==> config.mk <==
export PLATFORM = sky130hd
export DESIGN_NAME = piso_8bit_asynch_clr
export DESIGN_NICKNAME = d
export VERILOG_FILES = /design/src/rtl/piso_8bit_asynch_clr.sv
export SDC_FILE = /design/constraint.sdc
export NUM_CORES = 1
export LEC_CHECK = 0
export CORE_MARGIN = 1.5
export CORE_UTILIZATION = 45
export CTS_CLUSTER_DIAMETER = 150
export DETAILED_ROUTE_END_ITERATION = 16
export GPL_TIMING_DRIVEN = 0
export PLACE_DENSITY_LB_ADDON = 0.12
export SLEW_MARGIN = 10
export SYNTH_ARGS = -nofsm -noshare
export SYNTH_HDL_FRONTEND = slang
export SYNTH_SLANG_ARGS = --single-unit
==> constraint.sdc <==
create_clock -name CLK -period 3.5 [get_ports CLK]
set_input_delay 0.875 -clock CLK [delete_from_list [all_inputs] [get_ports CLK]]
set_output_delay 0.875 -clock CLK [all_outputs]
set_load 0.02 [all_outputs]
==> src/rtl/piso_8bit_asynch_clr.sv <==
`default_nettype none
// ============================================================================
//  Module   : piso_8bit_asynch_clr
//  Purpose  : 8-bit parallel-in / serial-out shifter. An accepted load
//             captures D and streams its eight bits on Sout, each held for
//             BIT_CYCLES clocks, then pulses Done for one cycle back in idle.
//  Revision : 1.0 - initial release
// ----------------------------------------------------------------------------
//  Parameters
//    MSB_FIRST  : 1 sends D[7] first, 0 sends D[0] first
//    BIT_CYCLES : clocks per bit on Sout, legal range 1..16
//  Ports
//    CLK        : in  - clock, all state changes on rising edge
//    Asynch_clr : in  - asynchronous active-high clear
//    D[7:0]     : in  - parallel byte, sampled only on an accepted load
//    Load       : in  - load request, accepted when Ready=1
//    Ready      : out - idle, a load will be accepted
//    Sout       : out - serial data (0 while idle)
//    Sout_valid : out - Sout carries a frame bit
//    Done       : out - one-cycle pulse in the first idle cycle after a frame
// ============================================================================
module piso_8bit_asynch_clr #(
    parameter int MSB_FIRST  = 1,
    parameter int BIT_CYCLES = 1
) (
    input  logic       CLK,
    input  logic       Asynch_clr,
    input  logic [7:0] D,
    input  logic       Load,
    output logic       Ready,
    output logic       Sout,
    output logic       Sout_valid,
    output logic       Done
);

    localparam logic [0:0] c_IDLE  = 1'b0;
    localparam logic [0:0] c_SHIFT = 1'b1;

    // Terminal value of the per-bit cycle counter; BIT_CYCLES=16 gives 15,
    // so the 4-bit counter runs its full range before wrapping.
    localparam logic [3:0] c_LAST_CYC = 4'(BIT_CYCLES - 1);

    logic [0:0] r_state;
    logic [7:0] r_shreg;
    logic [2:0] r_bit_cnt;
    logic [3:0] r_cyc_cnt;

    logic [7:0] w_shifted;
    logic       w_last_cyc;
    logic       w_last_bit;

    // The outgoing bit always sits at the exit end of the shift register, so
    // Sout is a plain register bit. The register is cleared whenever the
    // block is idle, which keeps Sout at 0 outside a frame.
    generate
        if (MSB_FIRST != 0) begin : g_msb_first
            assign w_shifted = {r_shreg[6:0], 1'b0};
            assign Sout      = r_shreg[7];
        end else begin : g_lsb_first
            assign w_shifted = {1'b0, r_shreg[7:1]};
            assign Sout      = r_shreg[0];
        end
    endgenerate

    assign w_last_cyc = (r_cyc_cnt == c_LAST_CYC);
    assign w_last_bit = (r_bit_cnt == 3'd7);

    always_ff @(posedge CLK or posedge Asynch_clr) begin
        if (Asynch_clr) begin
            r_state    <= c_IDLE;
            r_shreg    <= 8'h00;
            r_bit_cnt  <= 3'd0;
            r_cyc_cnt  <= 4'd0;
            Ready      <= 1'b1;
            Sout_valid <= 1'b0;
            Done       <= 1'b0;
        end else begin
            case (r_state)
                c_IDLE: begin
                    // Done only lives for the first idle cycle; a load in
                    // that same cycle is accepted as usual.
                    Done <= 1'b0;
                    if (Load) begin
                        r_shreg    <= D;
                        r_bit_cnt  <= 3'd0;
                        r_cyc_cnt  <= 4'd0;
                        Ready      <= 1'b0;
                        Sout_valid <= 1'b1;
                        r_state    <= c_SHIFT;
                    end
                end
                c_SHIFT: begin
                    // Load is deliberately not examined here: requests
                    // during a frame are dropped, not queued.
                    if (w_last_cyc) begin
                        r_cyc_cnt <= 4'd0;
                        if (w_last_bit) begin
                            r_shreg    <= 8'h00;
                            r_bit_cnt  <= 3'd0;
                            Ready      <= 1'b1;
                            Sout_valid <= 1'b0;
                            Done       <= 1'b1;
                            r_state    <= c_IDLE;
                        end else begin
                            r_shreg   <= w_shifted;
                            r_bit_cnt <= r_bit_cnt + 3'd1;
                        end
                    end else begin
                        r_cyc_cnt <= r_cyc_cnt + 4'd1;
                    end
                end
                default: begin
                    r_state <= c_IDLE;
                end
            endcase
        end
    end

endmodule
`default_nettype wire

### Yosys cells after proc, flatten, opt, wreduce, memory -nomap -nowiden

Cells that the tools add are included.

* bits in registers: 19
* bits in latches: 0
* RAM bits: 0
* ROM bits: 0
* input bits: 11
* output and inout bits: 4
* word-level logic and storage cells: 42
* memories kept: 0

* $add $sub $neg: 2
* multiply operators: 0
* divide/modulo/power cells: 0
* order comparisons: 0
* equal/unequal tests: 4
* shifts and indexed selects: 0
* multiplexer cells: 24
* bitwise logic cells: 1
* reduce and logical (&&, ||, !) cells: 4

Operators with widths (count)
* two-way mux 8 bit: 3
* case mux 8 bit (2 select lines): 1
* two-way mux 1 bit: 9
* two-way mux 3 bit: 3
* two-way mux 4 bit: 2
* case mux 1 bit (2 select lines): 4
* case mux 4 bit (2 select lines): 1
* case mux 3 bit (2 select lines): 1
* adder 4 x 1 -> 4 bit, second input constant: 1
* zero test 4 bit: 1
* inequality test 2 x 1 -> 1 bit, second input constant: 2
* AND reduction 2 bit: 2
* adder 3 x 1 -> 3 bit, second input constant: 1
* equality test 3 bit, second input constant: 1
* AND reduction 3 bit: 1
* inequality test 2 bit, second input constant: 1
* NOT 1 bit: 1

### Longest topological paths before layout

Gate-level depths: netlist of the first run.

* word-level depth: 4
* depth in mapped cells: 6
* mapped depth without buffers: 5

### Least setup slack after synthesis of the first run

OpenSTA, ideal clock, no wires.

* path type: input to register
* start: input port Load
* end: register r_shreg[1]
* setup time: 0.125 ns
* arrival time: 1.633 ns
* data required time: 3.375 ns
* path slack: 1.742 ns
* cell stages on the path: 3
* buffers on the path: 0
* cells stage by stage: nor2b_2 a21oi_4 mux2_4

* word-level cells in the longest chain between the ends: 2

RTL lines
* from (decl): line 29 `input logic Load,`
* inequality test 2 bit (no line)
* AND reduction 2 bit (no line)
* to (signal assigned): line 105 `r_shreg <= w_shifted;`
* to (decl): line 44 `logic [7:0] r_shreg;`

Every way passes these cells.
A chain may end at the register's enable or synchronous reset.

### Worst setup path after layout of the first run

* start: register Ready
* end: output port Ready

RTL lines
* from (decl): line 30 `output logic Ready,`
* from (signal assigned): line 74 `Ready <= 1'b1;`
* from (signal assigned): line 87 `Ready <= 1'b0;`
* from (signal assigned): line 100 `Ready <= 1'b1;`

No word-level cell between the ends.

==> results of run 1 <==
==> worst reg2reg max path: stages, from the launching register on <==
cell     delay, ns
dfrtp_1       0.42
inv_1         0.07
ha_1          0.19
nor3b_4       0.16
a21oi_4       0.38
mux2_4        0.34
==> layout make-up <==
cell class	instances	area, µm²
buffer	5	28.8
clock buffer	4	26.3
fill	183	835
inverter	4	15.0
multi-input combinational	56	467
sequential	19	477
tap	27	33.8
timing repair buffer	14	140
==> flip-flops by register name (all words and copies together) (netlist names) <==
signal and flops:
r_bit_cnt 3, Sout_valid 1, Done 1, r_cyc_cnt 4, r_state 1, Ready 1, r_shreg 8
==> cell families after synthesis <==
kind of cell / synth area share, %
AND/OR/NAND/NOR: 11.7
AO/OA/AOI/OAI: 15.1
flip-flops: 48.3
multiplexers: 13.7
buffers and inverters: 4.43
adder cells (fa/ha/maj): 5.07
XOR/XNOR: 1.77
==> power breakdown <==
| part | switching, µW | total (µW) | internal (µW) |
|---|---|---|---|
| Combinational | 195 | 432 | 237 |
| Sequential | 70.3 | 386 | 315 |
| Clock | 65.6 | 110 | 44.3 |
| Total | 331 | 928 | 597 |
==> stage by stage <==
stage | cells | hold WS (ns) | power, µW | setup slack [ns]
2_1_floorplan | 84 | 0.453 | 708 | 1.74
3_3_place_gp | 125 | 0.474 | 811 | 1.06
5_1_grt | 129 | 0.534 | 999 | 1.13
4_1_cts | 129 | 0.508 | 941 | 1.17
6_report | 129 | 0.501 | 928 | 1.19
3_5_place_dp | 125 | 0.482 | 826 | 1.05
==> final timing paths <==
kind	from	depth (start not counted)	slack (ns)	endpoint
max	Ready$_DFFE_PP1P_	1	1.19	Ready
min	r_bit_cnt[1]$_DFFE_PP0P_	1	0.50	r_bit_cnt[1]$_DFFE_PP0P_
max reg2reg	r_cyc_cnt[0]$_DFFE_PP0P_	5	1.83	r_shreg[5]$_DFFE_PP0P_
min reg2reg	r_bit_cnt[1]$_DFFE_PP0P_	1	0.50	r_bit_cnt[1]$_DFFE_PP0P_
max in group asynchronous	Asynch_clr	2	2.05	r_bit_cnt[1]$_DFFE_PP0P_
min in group asynchronous	Asynch_clr	2	1.00	r_shreg[7]$_DFFE_PP0P_
==> per-layer routing <==
metal / vias up / track usage (%) / routed length, µm
met1: 338 / 23.0 / 915
met5: - / 0 / 0
met4: 0 / 4.17 / 15
met3: 2 / 6.97 / 99
met2: 19 / 26.2 / 781
li1: 334 / - / -
==> synthesized netlist by cell type <==
| cell type | n | share of area, % |
|---|---|---|
| ha_1 | 4 | 5.1 |
| a21oi_1 | 1 | 0.51 |
| mux2_4 | 7 | 11 |
| or3_1 | 1 | 0.63 |
| buf_4 | 2 | 1.5 |
| and2_1 | 1 | 0.63 |
| o22ai_1 | 1 | 0.63 |
| o32ai_1 | 1 | 0.89 |
| and4b_1 | 1 | 1.0 |
| xnor2_1 | 2 | 1.8 |
| o31ai_1 | 2 | 1.5 |
| nor2b_2 | 1 | 0.89 |
| a22o_1 | 3 | 2.7 |
| nor3b_4 | 1 | 1.9 |
| o2bb2ai_1 | 4 | 3.5 |
| clkbuf_1 | 1 | 0.38 |
| nor2_1 | 5 | 1.9 |
| nand2_1 | 9 | 3.4 |
| o21ai_1 | 2 | 1.0 |
| a31oi_1 | 3 | 1.9 |
| mux2i_1 | 3 | 3.0 |
| a21oi_4 | 1 | 1.6 |
| nand4_1 | 1 | 0.63 |
| dfstp_2 | 1 | 2.7 |
| a21o_1 | 1 | 0.76 |
| buf_2 | 2 | 1.0 |
| nor2b_1 | 1 | 0.63 |
| inv_1 | 4 | 1.5 |
| dfrtp_1 | 18 | 46 |
==> metrics.cfg, run 1 <==
[floorplanning]
start_util_pct=48.8
rows=16
ios=15
core-area_um2=2020
dieWidth_um=49.8
die_h_um=49.8
dieArea_um2=2480

[power]
power_density_nw_per_um2=781
ir_drop_mv=0.435
p_leak_uw=0.000546

[layout]
layout_common_cells=dfrtp_1 (18), clkdlybuf4s50_1 (14), nand2_1 (9)
design_area_um2=1190
drive_above_1_share_pct=17.6
final_common_cell=dfrtp_1
nNetsFinal=118
fin_util_pct=58.7
area_growth_pct=20.3
antenna-diode-count=0

[worst_setup_path]
arrival_ns=1.44
cp_slowest_cell=clkdlybuf4s50_1
cp-start-kind=flip-flop
critPathMaxStageDelay_ns=0.60
critPathTopFamily=buffers and inverters
required_ns=2.62
path_cells=clkdlybuf4s50_1
worstSetupPathType=flip-flop to output pin
critPathCaptureType=output pin
critical_path.max_fanout=2
crit_buf_inv=1

[sta]
final.setup.tns_ns=0
timing.slew.headroom_pct=52.1
fin_skew_ns=0.00102
worst_slew_pin_slew_ns=0.718
period_needed_ns=2.31
rsz0062_at_grt=false
final_max_slew_viol_count=0
hold_viol=0
clock.fmax_ghz=0.432
fin_crit_sh_pct=66.1
final-setup-viol-count=0

[yosys]
ys_types=29
ys_ff_latch=19
synthesis.nets=99
synth.avg_cell_area_um2=11.8
ys_seq_area_share_pct=48.3
syn-instance-count=84
syn_area_um2=987
ys.warnings.count=0

[global_route]
grt-ovfl-total=0
grt_pass1_vias=710
grt_max_degree=20
grt_pass1_wl_mm=3.20
antenna_found_initial=0
grt.total_usage_pct=17.3

[cts]
clock-sinks=19
htreeDepth=1
postCtsSetupBuffers=0
cts.clk_slew.worst_paths_ns=0.10
insertion_delay_ns=0.29
cts_inserted_buffers=3
cts_tree=built
cts_root_buf=clkbuf_4
cts_hold_buf=0
clock_path_buffers=2
cts-resized-gates=0

[route]
antenna_left=0
drt_iter0_markers=26
vias=693
drt-total-wl_mm=1.81
drc=0
avgRoutedWirePerCell_um=14.0
dr.pass1.iters=4
viasPerCell=5.37

[worst_hold_path]
min_path_type=flip-flop to flip-flop

[placement]
place_area_um2=1160
dpl.hpwl_mm=1.26
port_buffers=14
place.gp.congestion=0.725

[run_status]
status=complete, no violations

[run]
cap_violations=0

Power figures use the tool's default switching activity.
==> run 2, diff against run 1 <==
==> constraint.sdc (replaced) <==
create_clock -name CLK -period 2.3 [get_ports CLK]
set_input_delay 0.575 -clock CLK [delete_from_list [all_inputs] [get_ports CLK]]
set_output_delay 0.575 -clock CLK [all_outputs]
set_load 0.02 [all_outputs]
==> results of run 2 <==
Same layout as run 1 (identical final DEF). Status: complete, no violations.
Among the figures that moved: setup slack after placement 1.05 ns -> 0.146 ns; setup slack after layout 1.19 ns -> 0.287 ns; register-to-register setup slack 1.83 ns -> 0.63 ns; total power 928 µW -> 1410 µW; worst IR drop on VDD 0.435 mV -> 0.662 mV
==> run 3, diff against run 2 <==
--- a/config.mk
+++ b/config.mk
@@ -5,6 +5,7 @@
 export SDC_FILE = /design/constraint.sdc
 export NUM_CORES = 1
 export LEC_CHECK = 0
+export CAP_MARGIN = 20
 export CORE_MARGIN = 1.5
 export CORE_UTILIZATION = 45
 export CTS_CLUSTER_DIAMETER = 150
==> results of run 3 <==
Same layout as run 1 (identical final DEF). Status: complete, no violations.
Among the figures that moved: setup slack after placement 1.05 ns -> 0.146 ns; setup slack after layout 1.19 ns -> 0.287 ns; register-to-register setup slack 1.83 ns -> 0.63 ns; total power 928 µW -> 1410 µW; worst IR drop on VDD 0.435 mV -> 0.662 mV
